## src/rtl/pmu_regfile_arbiter_pkg.sv

```systemverilog
// Shared types and helpers for the PMU register-bank arbiter.
package pmu_pkg;

  typedef enum logic {ARB, LOCKED} pmu_arb_state_e;

  // Per-requester control fields unpacked from the flattened request ports.
  typedef struct packed {
    logic req;
    logic we;
    logic lock;
  } pmu_req_ctl_t;

  function automatic int pmu_idx_w(input int n);
    return (n > 1) ? $clog2(n) : 1;
  endfunction

endpackage

```

## src/rtl/pmu_regfile_arbiter_rr_pick.sv

```systemverilog
// Combinational round-robin picker: searches from ptr+1 (wrapping) for the first
// eligible request, optionally restricted to a single owner.
module pmu_rr_pick
  import pmu_pkg::*;
#(
  parameter int N_REQ = 3,
  localparam int IDX_W = pmu_idx_w(N_REQ)
) (
  input  logic [N_REQ-1:0] req_i,
  input  logic [IDX_W-1:0] ptr_i,
  input  logic             owner_en_i,
  input  logic [N_REQ-1:0] owner_mask_i,
  output logic [N_REQ-1:0] gnt_o,
  output logic [IDX_W-1:0] idx_o,
  output logic             vld_o
);

  logic [N_REQ-1:0] eligible;

  always_comb begin
    eligible = owner_en_i ? (req_i & owner_mask_i) : req_i;
    gnt_o    = '0;
    idx_o    = '0;
    vld_o    = 1'b0;
    for (int i = 1; i <= N_REQ; i++) begin
      int c;
      c = (int'(ptr_i) + i) % N_REQ;
      if (!vld_o && eligible[c]) begin
        vld_o    = 1'b1;
        gnt_o[c] = 1'b1;
        idx_o    = IDX_W'(c);
      end
    end
  end

endmodule

```

## src/rtl/pmu_regfile_arbiter.sv

```systemverilog
// Round-robin arbiter sharing the single-port PMU register bank between requesters,
// with a bounded exclusive lock and registered read/error responses.
module pmu_regfile_arbiter
  import pmu_pkg::*;
#(
  parameter int N_REQ     = 3,
  parameter int N_REGS    = 20,
  parameter int REG_WIDTH = 32,
  parameter int LOCK_MAX  = 8,
  localparam int ADDR_W   = $clog2(N_REGS)
) (
  input  logic                       clk_i,
  input  logic                       rst_i,
  input  logic [N_REQ-1:0]           req_i,
  input  logic [N_REQ-1:0]           we_i,
  input  logic [N_REQ-1:0]           lock_i,
  input  logic [N_REQ*ADDR_W-1:0]    addr_i,
  input  logic [N_REQ*REG_WIDTH-1:0] wdata_i,
  output logic [N_REQ-1:0]           gnt_o,
  output logic [N_REQ-1:0]           rvalid_o,
  output logic [N_REQ-1:0]           err_o,
  output logic [REG_WIDTH-1:0]       rdata_o,
  output logic                       rf_we_o,
  output logic [ADDR_W-1:0]          rf_addr_o,
  output logic [REG_WIDTH-1:0]       rf_wdata_o,
  input  logic [REG_WIDTH-1:0]       rf_rdata_i
);

  localparam int IDX_W = pmu_idx_w(N_REQ);
  localparam int CNT_W = pmu_idx_w(LOCK_MAX);
  localparam logic [CNT_W-1:0] CNT_LAST = CNT_W'(LOCK_MAX - 1);

  pmu_arb_state_e       state_q, state_d;
  logic [IDX_W-1:0]     ptr_q, ptr_d;
  logic [IDX_W-1:0]     owner_q, owner_d;
  logic [CNT_W-1:0]     cnt_q, cnt_d;
  logic [N_REQ-1:0]     rvalid_q, rvalid_d;
  logic [N_REQ-1:0]     err_q, err_d;
  logic [REG_WIDTH-1:0] rdata_q, rdata_d;

  pmu_req_ctl_t         ctl [N_REQ];
  logic [N_REQ-1:0]     req_vec;
  logic [N_REQ-1:0]     owner_mask;
  logic [N_REQ-1:0]     pick_gnt;
  logic [IDX_W-1:0]     pick_idx;
  logic                 pick_vld;
  logic [N_REQ-1:0]     gnt;
  logic                 gnt_any;
  logic                 win_we;
  logic                 win_lock;
  logic                 win_oor;
  logic [ADDR_W-1:0]    win_addr;
  logic [REG_WIDTH-1:0] win_wdata;
  logic                 owner_lock;

  always_comb begin
    owner_mask          = '0;
    owner_mask[owner_q] = 1'b1;
    for (int k = 0; k < N_REQ; k++) begin
      ctl[k]     = '{req: req_i[k], we: we_i[k], lock: lock_i[k]};
      req_vec[k] = ctl[k].req;
    end
  end

  pmu_rr_pick #(
    .N_REQ (N_REQ)
  ) u_pick (
    .req_i        (req_vec),
    .ptr_i        (ptr_q),
    .owner_en_i   (state_q == LOCKED),
    .owner_mask_i (owner_mask),
    .gnt_o        (pick_gnt),
    .idx_o        (pick_idx),
    .vld_o        (pick_vld)
  );

  // Grants are suppressed during reset so the bank port stays idle.
  assign gnt     = rst_i ? '0 : pick_gnt;
  assign gnt_any = |gnt;

  always_comb begin
    win_we     = 1'b0;
    win_lock   = 1'b0;
    win_addr   = '0;
    win_wdata  = '0;
    owner_lock = 1'b0;
    for (int k = 0; k < N_REQ; k++) begin
      if (gnt[k]) begin
        win_we    = ctl[k].we;
        win_lock  = ctl[k].lock;
        win_addr  = addr_i[k*ADDR_W +: ADDR_W];
        win_wdata = wdata_i[k*REG_WIDTH +: REG_WIDTH];
      end
      if (owner_mask[k]) owner_lock = ctl[k].lock;
    end
    win_oor = (32'(win_addr) >= N_REGS);
  end

  assign rf_we_o    = gnt_any && win_we && !win_oor;
  assign rf_addr_o  = win_addr;
  assign rf_wdata_o = win_wdata;

  always_comb begin
    rvalid_d = gnt & {N_REQ{~win_we}};
    err_d    = gnt & {N_REQ{win_oor}};
    rdata_d  = (gnt_any && !win_we && !win_oor) ? rf_rdata_i : '0;
  end

  always_comb begin
    state_d = state_q;
    ptr_d   = ptr_q;
    owner_d = owner_q;
    cnt_d   = cnt_q;
    if (pick_vld) ptr_d = pick_idx;
    case (state_q)
      ARB: begin
        if (pick_vld && win_lock) begin
          state_d = LOCKED;
          owner_d = pick_idx;
          cnt_d   = CNT_W'(1);
        end
      end
      LOCKED: begin
        cnt_d = cnt_q + 1'b1;
        // Release on owner drop or when the exclusive window is used up;
        // the owner becomes lowest priority for the next arbitration.
        if (!owner_lock || (cnt_q == CNT_LAST)) begin
          state_d = ARB;
          cnt_d   = '0;
          ptr_d   = owner_q;
        end
      end
      default: state_d = ARB;
    endcase
  end

  always_ff @(posedge clk_i) begin
    if (rst_i) begin
      state_q  <= ARB;
      ptr_q    <= IDX_W'(N_REQ - 1);
      owner_q  <= '0;
      cnt_q    <= '0;
      rvalid_q <= '0;
      err_q    <= '0;
      rdata_q  <= '0;
    end else begin
      state_q  <= state_d;
      ptr_q    <= ptr_d;
      owner_q  <= owner_d;
      cnt_q    <= cnt_d;
      rvalid_q <= rvalid_d;
      err_q    <= err_d;
      rdata_q  <= rdata_d;
    end
  end

  assign gnt_o    = gnt;
  assign rvalid_o = rvalid_q;
  assign err_o    = err_q;
  assign rdata_o  = rdata_q;

endmodule

```

## config.mk

```make
export PLATFORM = sky130hd
export DESIGN_NAME = pmu_regfile_arbiter
export DESIGN_NICKNAME = d
export VERILOG_FILES = /design/src/rtl/pmu_regfile_arbiter_pkg.sv /design/src/rtl/pmu_regfile_arbiter_rr_pick.sv /design/src/rtl/pmu_regfile_arbiter.sv
export SDC_FILE = /design/constraint.sdc
export NUM_CORES = 1
export LEC_CHECK = 0
export CORE_UTILIZATION = 35
export CTS_BUF_LIST = sky130_fd_sc_hd__clkbuf_8
export DETAILED_ROUTE_END_ITERATION = 8
export HOLD_SLACK_MARGIN = 0.05
export PLACE_DENSITY = 0.83
export SYNTH_ARGS = -nofsm -noshare
export SYNTH_HDL_FRONTEND = slang
export SYNTH_SLANG_ARGS = --single-unit
```

## constraint.sdc

```tcl
create_clock -name clk_i -period 4.45 [get_ports clk_i]
set_clock_uncertainty 0.1 [all_clocks]
set_input_delay 0.89 -clock clk_i [delete_from_list [all_inputs] [get_ports clk_i]]
set_output_delay 0.89 -clock clk_i [all_outputs]
set_load 0.1 [all_outputs]
```

After elaboration in Yosys (flattened, before gate mapping)
Cells that the tools add are included.

Register bits after elaboration: 46. Input bits: 154. Output and inout bits: 79. Word-level logic and storage cells: 105.

Add/subtract/negate cells: 4. Divide/modulo/power cells: 3. Order comparisons: 9. Equal/unequal tests: 2. Multiplexer cells: 52. Bitwise gates (word level): 8. Reductions and logical operators: 20.

Operator list (count): >= comparator 32 x 1 -> 1 bit (second input constant) (3); < comparator 32 x 4 -> 1 bit (second input constant) (3); modulo 32 x 3 -> 32 bit (second input constant) (3); 2-to-1 mux 32 bit (3); 2-to-1 mux 1 bit (24); 2-to-1 mux 3 bit (7); 2-to-1 mux 5 bit (3); 2-to-1 mux 2 bit (6); logical AND 1 bit (11); bitwise AND 3 bit (3); demux 1 bit (select 2 bit) (4); adder 2 x 2 -> 3 bit (second input constant) (2); binary-select mux 1 bit (select 2 bit) (3); OR 3 bit (2); one-hot mux 3 bit (2 select lines) (1); >= comparator 5 bit (second input constant) (1); logical NOT 1 bit (5); adder 2 x 1 -> 3 bit (second input constant) (1); adder 3 x 1 -> 3 bit (second input constant) (1); == test 3 bit (second input constant) (1); < comparator 2 x 3 -> 1 bit (second input constant) (1); NOT 1 bit (3); OR reduction 3 bit (1); >= comparator 2 x 1 -> 1 bit (second input constant) (1); 5 further kinds (5).

Longest topological paths before layout
Word-level depth: 25. Mapped depth: 14. Gate-level depth less buffers: 11.

Modules after synthesis
Synthesis repeated with hierarchy kept, for this count alone.

Cell total of the unflattened synthesis: 337. Area total of the unflattened synthesis: 2846.5 um^2.

Modules (own cells, without submodules): pmu_regfile_arbiter (instances 1, cells each 287, area each 2496.1 um^2, seq. area each 920.9 um^2); pmu_rr_pick (instances 1, cells each 50, area each 350.3 um^2, seq. area each 0.0 um^2).

Worst setup path before layout
No wires, ideal clock.

Path type: in2out. Start: in req_i[2]. End: out rf_addr_o[0]. Arrival time: 5.155 ns. Data required time: 3.460 ns. Setup slack: -1.695 ns. Stages: 8. Buffers on the path: 2. Path through: and3b_1 > a21boi_1 > or4_4 > o32ai_1 > buf_2 > buf_2 > a22oi_1 > o21ai_0.

Elaborated cells between the ends (all ways): 26. Classes of those cells: mux: 19; bitwise: 3; reduce/logical: 4.

RTL lines: from (decl) (line pmu_regfile_arbiter.sv:14) `input logic [N_REQ-1:0] req_i,`; bitwise AND 3 bit (line pmu_regfile_arbiter_rr_pick.sv:21) `eligible = owner_en_i ? (req_i & owner_mask_i) : req_i;`; 2-to-1 mux 3 bit (*) (line pmu_regfile_arbiter_rr_pick.sv:21); binary-select mux 1 bit (select 2 bit) (line pmu_regfile_arbiter_rr_pick.sv:28) `if (!vld_o && eligible[c]) begin`; 2-to-1 mux 1 bit (not written as such) (2 in series) (line pmu_regfile_arbiter_rr_pick.sv:28); 2-to-1 mux 1 bit (line pmu_regfile_arbiter_rr_pick.sv:28); logical NOT 1 bit (line pmu_regfile_arbiter_rr_pick.sv:28); logical AND 1 bit (line pmu_regfile_arbiter_rr_pick.sv:28); 2-to-1 mux 1 bit (line pmu_regfile_arbiter_rr_pick.sv:28); logical NOT 1 bit (line pmu_regfile_arbiter_rr_pick.sv:28); logical AND 1 bit (line pmu_regfile_arbiter_rr_pick.sv:28); 2-to-1 mux 3 bit (*) (line pmu_regfile_arbiter_rr_pick.sv:28); 2-to-1 mux 3 bit (*) (line pmu_regfile_arbiter.sv:78) `assign gnt = rst_i ? '0 : pick_gnt;`; via gnt_o[1] (line pmu_regfile_arbiter.sv:19) `output logic [N_REQ-1:0] gnt_o,`; 2-to-1 mux 5 bit (*) (2 in series) (line pmu_regfile_arbiter.sv:88) `if (gnt[k]) begin`; to (decl) (line pmu_regfile_arbiter.sv:24) `output logic [ADDR_W-1:0] rf_addr_o,`.

Mark *: on every way through the listed nets, which the timed path passes. The rest lies on a longest branch. The select of a mux whose other input is x is not followed.

Worst setup path in the final report
Start: in req_i[2]. End: out rf_we_o.

Cells in the longest elaborated chain, start to end: 19. Elaborated cells between the ends (all ways): 34. Classes of those cells: order compare: 1; mux: 22; bitwise: 3; reduce/logical: 8.

RTL lines: bitwise AND 3 bit (line pmu_regfile_arbiter_rr_pick.sv:21); 2-to-1 mux 3 bit (*) (line pmu_regfile_arbiter_rr_pick.sv:21); binary-select mux 1 bit (select 2 bit) (line pmu_regfile_arbiter_rr_pick.sv:28); 2-to-1 mux 1 bit (not written as such) (2 in series) (line pmu_regfile_arbiter_rr_pick.sv:28); 2-to-1 mux 1 bit (line pmu_regfile_arbiter_rr_pick.sv:28); logical NOT 1 bit (line pmu_regfile_arbiter_rr_pick.sv:28); logical AND 1 bit (line pmu_regfile_arbiter_rr_pick.sv:28); 2-to-1 mux 1 bit (line pmu_regfile_arbiter_rr_pick.sv:28); logical NOT 1 bit (line pmu_regfile_arbiter_rr_pick.sv:28); logical AND 1 bit (line pmu_regfile_arbiter_rr_pick.sv:28); 2-to-1 mux 3 bit (*) (line pmu_regfile_arbiter_rr_pick.sv:28); 2-to-1 mux 3 bit (*) (line pmu_regfile_arbiter.sv:78); 2-to-1 mux 5 bit (3 in series) (line pmu_regfile_arbiter.sv:88); >= comparator 5 bit (line pmu_regfile_arbiter.sv:96) `win_oor = (32'(win_addr) >= N_REGS);`; logical NOT 1 bit (line pmu_regfile_arbiter.sv:99) `assign rf_we_o = gnt_any && win_we && !win_oor;`; logical AND 1 bit (*) (line pmu_regfile_arbiter.sv:99); to (decl) (line pmu_regfile_arbiter.sv:23) `output logic rf_we_o,`.

Mark *: on every way between the ends. The rest lies on a longest branch, timed or not. The select of a mux whose other input is x is not followed.

==> run_results.csv <==
group,metric,value,unit
status,run_status,"complete, no violations",
timing,relSlewSlack,0.3225,
route,post_drt_via_cell_ratio,5.413,
route,wl_met2,7196,um
global_routing,grt_overflow,0,
synthesis,yosysWarningCount,0,
route,top_layer,"met4",
synthesis,synth.area.top_cells,"sky130_fd_sc_hd__dfxtp_1 (31%), sky130_fd_sc_hd__nor3b_2 (12%), sky130_fd_sc_hd__a22oi_1 (8.5%)",
clocking,clockRootBuffer,"sky130_fd_sc_hd__clkbuf_8",
synthesis,yosysTopAreaCellShare,0.3074,
final_layout,finish.cell_count_without_fillers,697,
critical_path,critPathArrivalTime,3440,ps
hold_path,hold_path_end,"cnt_q[1]",
place,place_worst_setup_slack,-90.04,ps
die,placement_rows,33,
place,dp.final_hpwl,10150,um
route,wl_per_cell,18.77,um
clocking,clk_latency,290,ps
synthesis,async_flop_share,0,
critical_path,criticalPathCategory,"input port to output port",
route,remaining_drc_errors,0,
timing,tightestPinTransition,1013,ps
timing,pins_over_their_slew_limit,0,
die,core_area,8258,um2
synthesis,yosysSeqAreaShare,0.3074,
timing,setup_violations,0,
critical_path,worst_setup_path_start_kind,"input port",
clocking,cts_htree_levels,2,
synthesis,synth.cells.most_frequent,"sky130_fd_sc_hd__dfxtp_1 (46), sky130_fd_sc_hd__o21ai_0 (39), sky130_fd_sc_hd__nand2_1 (38), sky130_fd_sc_hd__a22oi_1 (34), sky130_fd_sc_hd__nor3b_2 (29)",
synthesis,synth_compound_gate_area_share,0.3003,
job,max-cap-violations,0,
die,initial_core_util,0.3627,
clocking,cts.reportedPaths.clkPinSlew,80,ps
global_routing,first_global_vias,3780,
synthesis,avgSynthCellArea,8.707,um2
synthesis,postSynthCellCount,344,
timing,timing_hold_violations_final,0,
synthesis,yosys.cell_count.top_type,"sky130_fd_sc_hd__dfxtp_1",
route,wirelength,13080,um
synthesis,synth_enable_flop_cells,0,
die,ios,233,
synthesis,synthAdderAreaFrac,0.02506,
synthesis,synth_top_family_by_area,"compound AO/OA/AOI/OAI gates",
critical_path,crit-reg2reg-launch,"state_q",
final_layout,finalNetCount,751,
die,fp.dieArea,8932,um2
clocking,numCtsBuffers,5,
critical_path,cp_data_required_time,3460,ps
global_routing,groute.usage.overall,0.2745,
critical_path,cp-end-kind,"output port",
timing,max_freq,225.9,MHz
timing,final.period_utilization,0.9946,
global_routing,grt_antenna_before_repair,0,
clocking,ctsLongestPathBuffers,2,
global_routing,global_route_wire_length_before_repair,18960,um
global_routing,grt_start_max_net_pins,36,
synthesis,synth.distinct_cells,67,
critical_path,reg2reg_depth,10,
hold_path,timing.hold.worst.class,"register to register",
synthesis,synthesis.area,2995,um2
final_layout,areaGrowthSynthToFinish,124.6,%
die,dieHeight,94.51,um
timing,timing.final.crit_period,4426,ps
route,antenna_left,0,
route,met3_length,1039,um
synthesis,synth_top_flop_cell,"sky130_fd_sc_hd__dfxtp_1",
synthesis,synth-simple-area-share,0.2874,
place,gp_routability_congestion,0.8896,
hold_path,timing.hold.worst_path_depth,2,
critical_path,cp_max_fo,5,
final_layout,insertedDiodeCount,0,
place,placed_area,6379,um2
critical_path,timing.reg2reg.setup_slack,950,ps
final_layout,final_area,6729,um2
route,drt-met1-wl,4557,um
final_layout,drive_gt1_frac,0.3176,
final_layout,utilization,0.8148,
synthesis,synth-seq-cells,46,
synthesis,synth_area_leader_cell,"sky130_fd_sc_hd__dfxtp_1",
clocking,cts_tree,"done",
route,routed-via-count,3773,
final_layout,fill_cell_instance_count_of_the_final_layout,494,
place,total_placed_cells_including_tap_cells,680,
place,io_buffer_count,232,
critical_path,r2r_end,"err_o[0]",
die,floorplan.die.width,94.51,um
synthesis,post_synth_mux_area_share,0.01044,
timing,final_critical_path_setup_slack,24.12,ps
hold_path,startpoint_of_the_tightest_hold_check_path,"cnt_q[1]",
synthesis,mappedNetlistNets,504,
route,detailedRoute.firstIterationViolations,120,
route,detail_route.first_pass.iterations,4,
clocking,tritoncts_num_sinks,46,
synthesis,synth_xor_xnor_area_share,0,
-- kinds of logic (layout without fill, tap and decap cells) --
kind of cell,after synthesis,after routing
AOI/OAI and AO/OA,127,127
and+or+nand+nor,120,120
DFF,46,46
buffers and inverters,42,290
adders and majority gates,6,6
muxes,3,3
-- cell usage in the layout, fill, tap and decap left out, types with 11 or more instances in the layout --
cell,n
sky130_fd_sc_hd__o21ai_4,26
sky130_fd_sc_hd__buf_12,47
sky130_fd_sc_hd__inv_1,11
sky130_fd_sc_hd__nand2_1,38
sky130_fd_sc_hd__buf_4,28
sky130_fd_sc_hd__clkdlybuf4s50_1,189
sky130_fd_sc_hd__a22oi_1,27
sky130_fd_sc_hd__dfxtp_1,46
sky130_fd_sc_hd__nor3b_2,29
-- per-stage QoR --
stage               hold WS (ps)  setup TNS [ps]
floorplan                  382.5          -232.1
global placement           397.4          -49.54
detailed placement         406.7          -90.04
CTS                        420.3               0
global route               450.4          -30.73
finish                     426.1               0
-- layout make-up --
type                       instances  area, um2  share of cell area
tap                              105      131.4             0.01952
clock inverter                     3      41.29            0.006136
timing repair buffer             270       3143              0.4671
clock buffer                       5      68.82             0.01023
inverter                          12      47.55            0.007066
multi-input combinational        256       2376              0.3531
sequential                        46      920.9              0.1369
-- metal layers --
layer,vias to the layer above,global-route usage
met5,-,0
met4,0,0.07197
met3,23,0.07971
met2,172,0.5302
met1,1797,0.2865
li1,1781,-
-- state kept, by name (all words and copies together), names as in the netlist --
signal    flops
cnt_q         3
err_o         3
owner_q       2
ptr_q         2
rdata_o      32
rvalid_o      3
state_q       1
-- worst max-delay path, cell delays in order --
cell and delay [ps]:
sky130_fd_sc_hd__clkdlybuf4s50_1 450, sky130_fd_sc_hd__buf_4 170, sky130_fd_sc_hd__o2111a_1 150, sky130_fd_sc_hd__or3_4 420, sky130_fd_sc_hd__a41oi_2 310, sky130_fd_sc_hd__inv_4 100
sky130_fd_sc_hd__a21oi_2 170, sky130_fd_sc_hd__o22ai_4 90, sky130_fd_sc_hd__o31a_2 380, sky130_fd_sc_hd__nor2_4 110, sky130_fd_sc_hd__buf_12 180
-- worst max path at each step --
stage / start / cells past startpoint / slack (ps) / end
5_1_grt: req_i[2] / 11 / -10 / rf_we_o
3_5_place_dp: req_i[1] / 10 / -90 / rf_we_o
3_3_place_gp: req_i[1] / 10 / -50 / rf_we_o
4_1_cts: req_i[1] / 10 / 5 / rf_we_o
6_report: req_i[2] / 11 / 20 / rf_we_o
2_1_floorplan: req_i[2] / 8 / -140 / rf_addr_o[0]
-- repair_timing --
item                                    4_1_cts  5_1_grt
gates resized for setup                       6       26
cloned                                        0        1
pin swaps                                     0       10
endpoints found under the setup margin        1       36
hold buffers                                  0        0
setup buffers                                 0        8
Power is not shown: default switching activity piles up to over one toggle a cycle in this logic, so the estimate is an artifact.
==> RTL edit 1 (same settings) <==
Change the parameter `LOCK_MAX` from 8 to 7.
--- a/src/rtl/pmu_regfile_arbiter.sv
+++ b/src/rtl/pmu_regfile_arbiter.sv
@@ -6,7 +6,7 @@
   parameter int N_REQ     = 3,
   parameter int N_REGS    = 20,
   parameter int REG_WIDTH = 32,
-  parameter int LOCK_MAX  = 8,
+  parameter int LOCK_MAX  = 7,
   localparam int ADDR_W   = $clog2(N_REGS)
 ) (
   input  logic                       clk_i,
Behaviour: same outputs for any inputs over 4 cycles, from zero or initial values and one cycle with rst_i high; that may be too few to reach the edited logic, so the function may still have changed.
==> RTL edit 1 against the unedited design <==
  * Cell area increased by 0.48%
  * Count of clock-buffer cells in the layout increased by 1
  * Worst hold slack better by 27 ps
  * Routed wire length up 8.0%
  * Worst setup slack improved by 140 ps
  * Sequential cell count did not move
  * Area after synthesis grew 10%
  * Largest cell class unchanged
Power is left out: the tool's default activity adds up to more than one toggle a clock period on the data nets, which glitch-free logic cannot reach.
==> RTL edit 1: results <==
[status]
status = finished, final reports clean

[timing]
worst_pin_slew_ps = 1031

[global_routing]
grt_pass1_wl_um = 21290
track_usage = 0.2772
gr-usage-met2 = 0.5261
met3_usage = 0.06746
antenna_found_initial = 1
grt_pass1_vias = 4102
grt_max_degree = 44
grt_util_met1 = 0.2981

[route]
viasPerCell = 5.440
wl_met3_um = 959
met2_length_um = 7584
drt-met1-wl_um = 5155

[cells_and_area]
n_clock_buffer = 6
nFillCells = 616
buffers_excl_clock = 268
final-clk-cell-share = 0.02110
inverters = 43
n_antenna_cell = 1
nets = 791
drive_gt1_frac = 0.2959
multi_input_gates = 267
buf_share = 0.4558
seq_cell_count = 46

[place]
finalWeightedCongestion = 0.9212
dpl.hpwl_um = 10790

[critical_path]
r2r-end = rdata_o[9]
r2r-start = ptr_q[0]
max_stage_delay_ps = 320
worstPathArrival_ps = 3290
worstRegToRegCells = 12
cp_slowest_cell = dlygate4sd2_1

[yosys]
synth.area.top_cells = dfxtp_1 (28%), a211oi_2 (11%), a32oi_1 (9.3%)
syn_nets = 550
yosysUniqueCellTypes = 59
ys_top_cells_by_count = dfxtp_1 (46), nand2_1 (45), inv_1 (41), o21ai_0 (39), a32oi_1 (35)

[cts]
post_cts_resized = 3
postCtsSetupBuffers = 1

[worst_hold_path]
whs_path_depth = 1
==> RTL edit 1: per-stage QoR <==
| stage | hold slack [ps] | instances | worst slack (ps) | setup TNS (ps) | cell area (sq um) |
|---|---|---|---|---|---|
| 2_1_floorplan | 395.2 | 390 | -263.3 | -1329 | 3482 |
| 3_3_place_gp | 408.0 | 730 | -11.02 | -11.02 | 6480 |
| 3_5_place_dp | 438.8 | 730 | -121.8 | -1760 | 6480 |
| 4_1_cts | 458.4 | 740 | 1.385 | 0 | 6651 |
| 5_1_grt | 478.8 | 744 | -6.141 | -6.141 | 6761 |
| 6_report | 453.5 | 744 | 165.7 | 0 | 6761 |
==> RTL edit 1: kinds of logic after synthesis <==
family | Yosys count | synth area share
compound gates | 159 | 0.4262
simple gates | 94 | 0.1385
buf+inv | 78 | 0.1113
flops | 46 | 0.2786
mux | 7 | 0.02271
fa+ha+maj | 6 | 0.02271
==> RTL edit 2 (config.mk and constraints unchanged) <==
Made on the original files. Remove the register `err_q`: a continuous assignment takes its place, so the output `err_o` follows one clock earlier.
--- a/src/rtl/pmu_regfile_arbiter.sv
+++ b/src/rtl/pmu_regfile_arbiter.sv
@@ -141,7 +141,6 @@
       owner_q  <= '0;
       cnt_q    <= '0;
       rvalid_q <= '0;
-      err_q    <= '0;
       rdata_q  <= '0;
     end else begin
       state_q  <= state_d;
@@ -149,10 +148,11 @@
       owner_q  <= owner_d;
       cnt_q    <= cnt_d;
       rvalid_q <= rvalid_d;
-      err_q    <= err_d;
       rdata_q  <= rdata_d;
     end
   end
+
+  assign err_q = err_d;
 
   assign gnt_o    = gnt;
   assign rvalid_o = rvalid_q;
Function: changed (Yosys sat finds a counterexample within 4 cycles, from zero or initial values and one cycle with rst_i high).
==> RTL edit 2 against the unedited design <==
  * The flow now finishes with violations (negative setup slack)
  * Count of clock-buffer cells in the layout unchanged
  * Worst setup slack got worse by 73 ps
  * Highest routed layer unchanged
  * Area after synthesis increased by 0.67%
  * Die area grew 0.66%
  * Cell area shrank 5.7%
  * Sequential cell count down 3
  * Routed wire length grew 1.9%
  * Synthesized cell count is 12% higher
  * Core utilization decreased by 4.7 points
  * Cell count increased by 3.6%
Power is left out: the tool's default activity adds up to more than one toggle a clock period on the data nets, which glitch-free logic cannot reach.
==> RTL edit 2: results <==
[global_routing]
grt_pass1_wl_um = 19060
met3_usage = 0.06924
grt_util_met1 = 0.3260
grt_max_degree = 39
track_usage = 0.2769

[yosys]
syn_nets = 545
syn-mean-instance-area_sq_um = 7.832
synth_compound_area_frac = 0.3494
synth.area.top_cells = dfxtp_1 (29%), nor2_1 (10%), a221oi_1 (10%)
synth-adder-area-share = 0.02490
yosysUniqueCellTypes = 54
seq_area_frac_synth = 0.2855

[route]
met2_length_um = 6735
wl_per_cell_um = 18.46
wl_met3_um = 1236
postRouteWirelength_um = 13330
viasPerCell = 5.641
drt-met1-wl_um = 5025
drtIter0Drc = 227

[cells_and_area]
largest_reg_flops = 32
drive_gt1_frac = 0.2934

[critical_path]
critical-path-top-delay-family = buffers and inverters
max_stage_delay_ps = 470
r2r_slack_ps = 1010

[status]
status = finished with violations
violations = negative setup slack

[timing]
setup_viol = 3
maxSlewHeadroom = 0.3134
setup_tns_ps = -87.52
setup_ws_ps = -49.23

[place]
finalWeightedCongestion = 0.9546
dpl.hpwl_um = 10030
dp.cells = 711

[cts]
postCtsSetupBuffers = 2
[RTL edit 2: cell types whose count changed in the layout (fill, tap and decap cells not counted), moves of 13 or more]
cell      unedited run  this run
o21ai_4             26         0
a21oi_2              2        29
nor2_1              10        48
nand3_1              2        35
nor2_2               0        27
a221oi_1             0        20
nand2_1             38        10
a22oi_1             27         2
a221oi_2             1        14
nor3b_2             29         0
[RTL edit 2: path summary, 6_finish.rpt]
check	depth (start not counted)	from	to
max	10	req_i[2]	rf_wdata_o[17]
min	1	cnt_q[2]	cnt_q[2]
max reg2reg	12	ptr_q[0]	rdata_o[29]
min reg2reg	1	cnt_q[2]	cnt_q[2]
[RTL edit 2: area by class of cell]
| cell class | instances | area [sq um] |
|---|---|---|
| Multi-Input combinational cell | 294 | 2162 |
| Timing Repair Buffer | 260 | 3033 |
| Inverter | 12 | 45.04 |
| Tap cell | 105 | 131.4 |
| Fill cell | 568 | 1913 |
| Sequential cell | 43 | 860.8 |
| Clock inverter | 3 | 43.79 |
| Clock buffer | 5 | 68.82 |
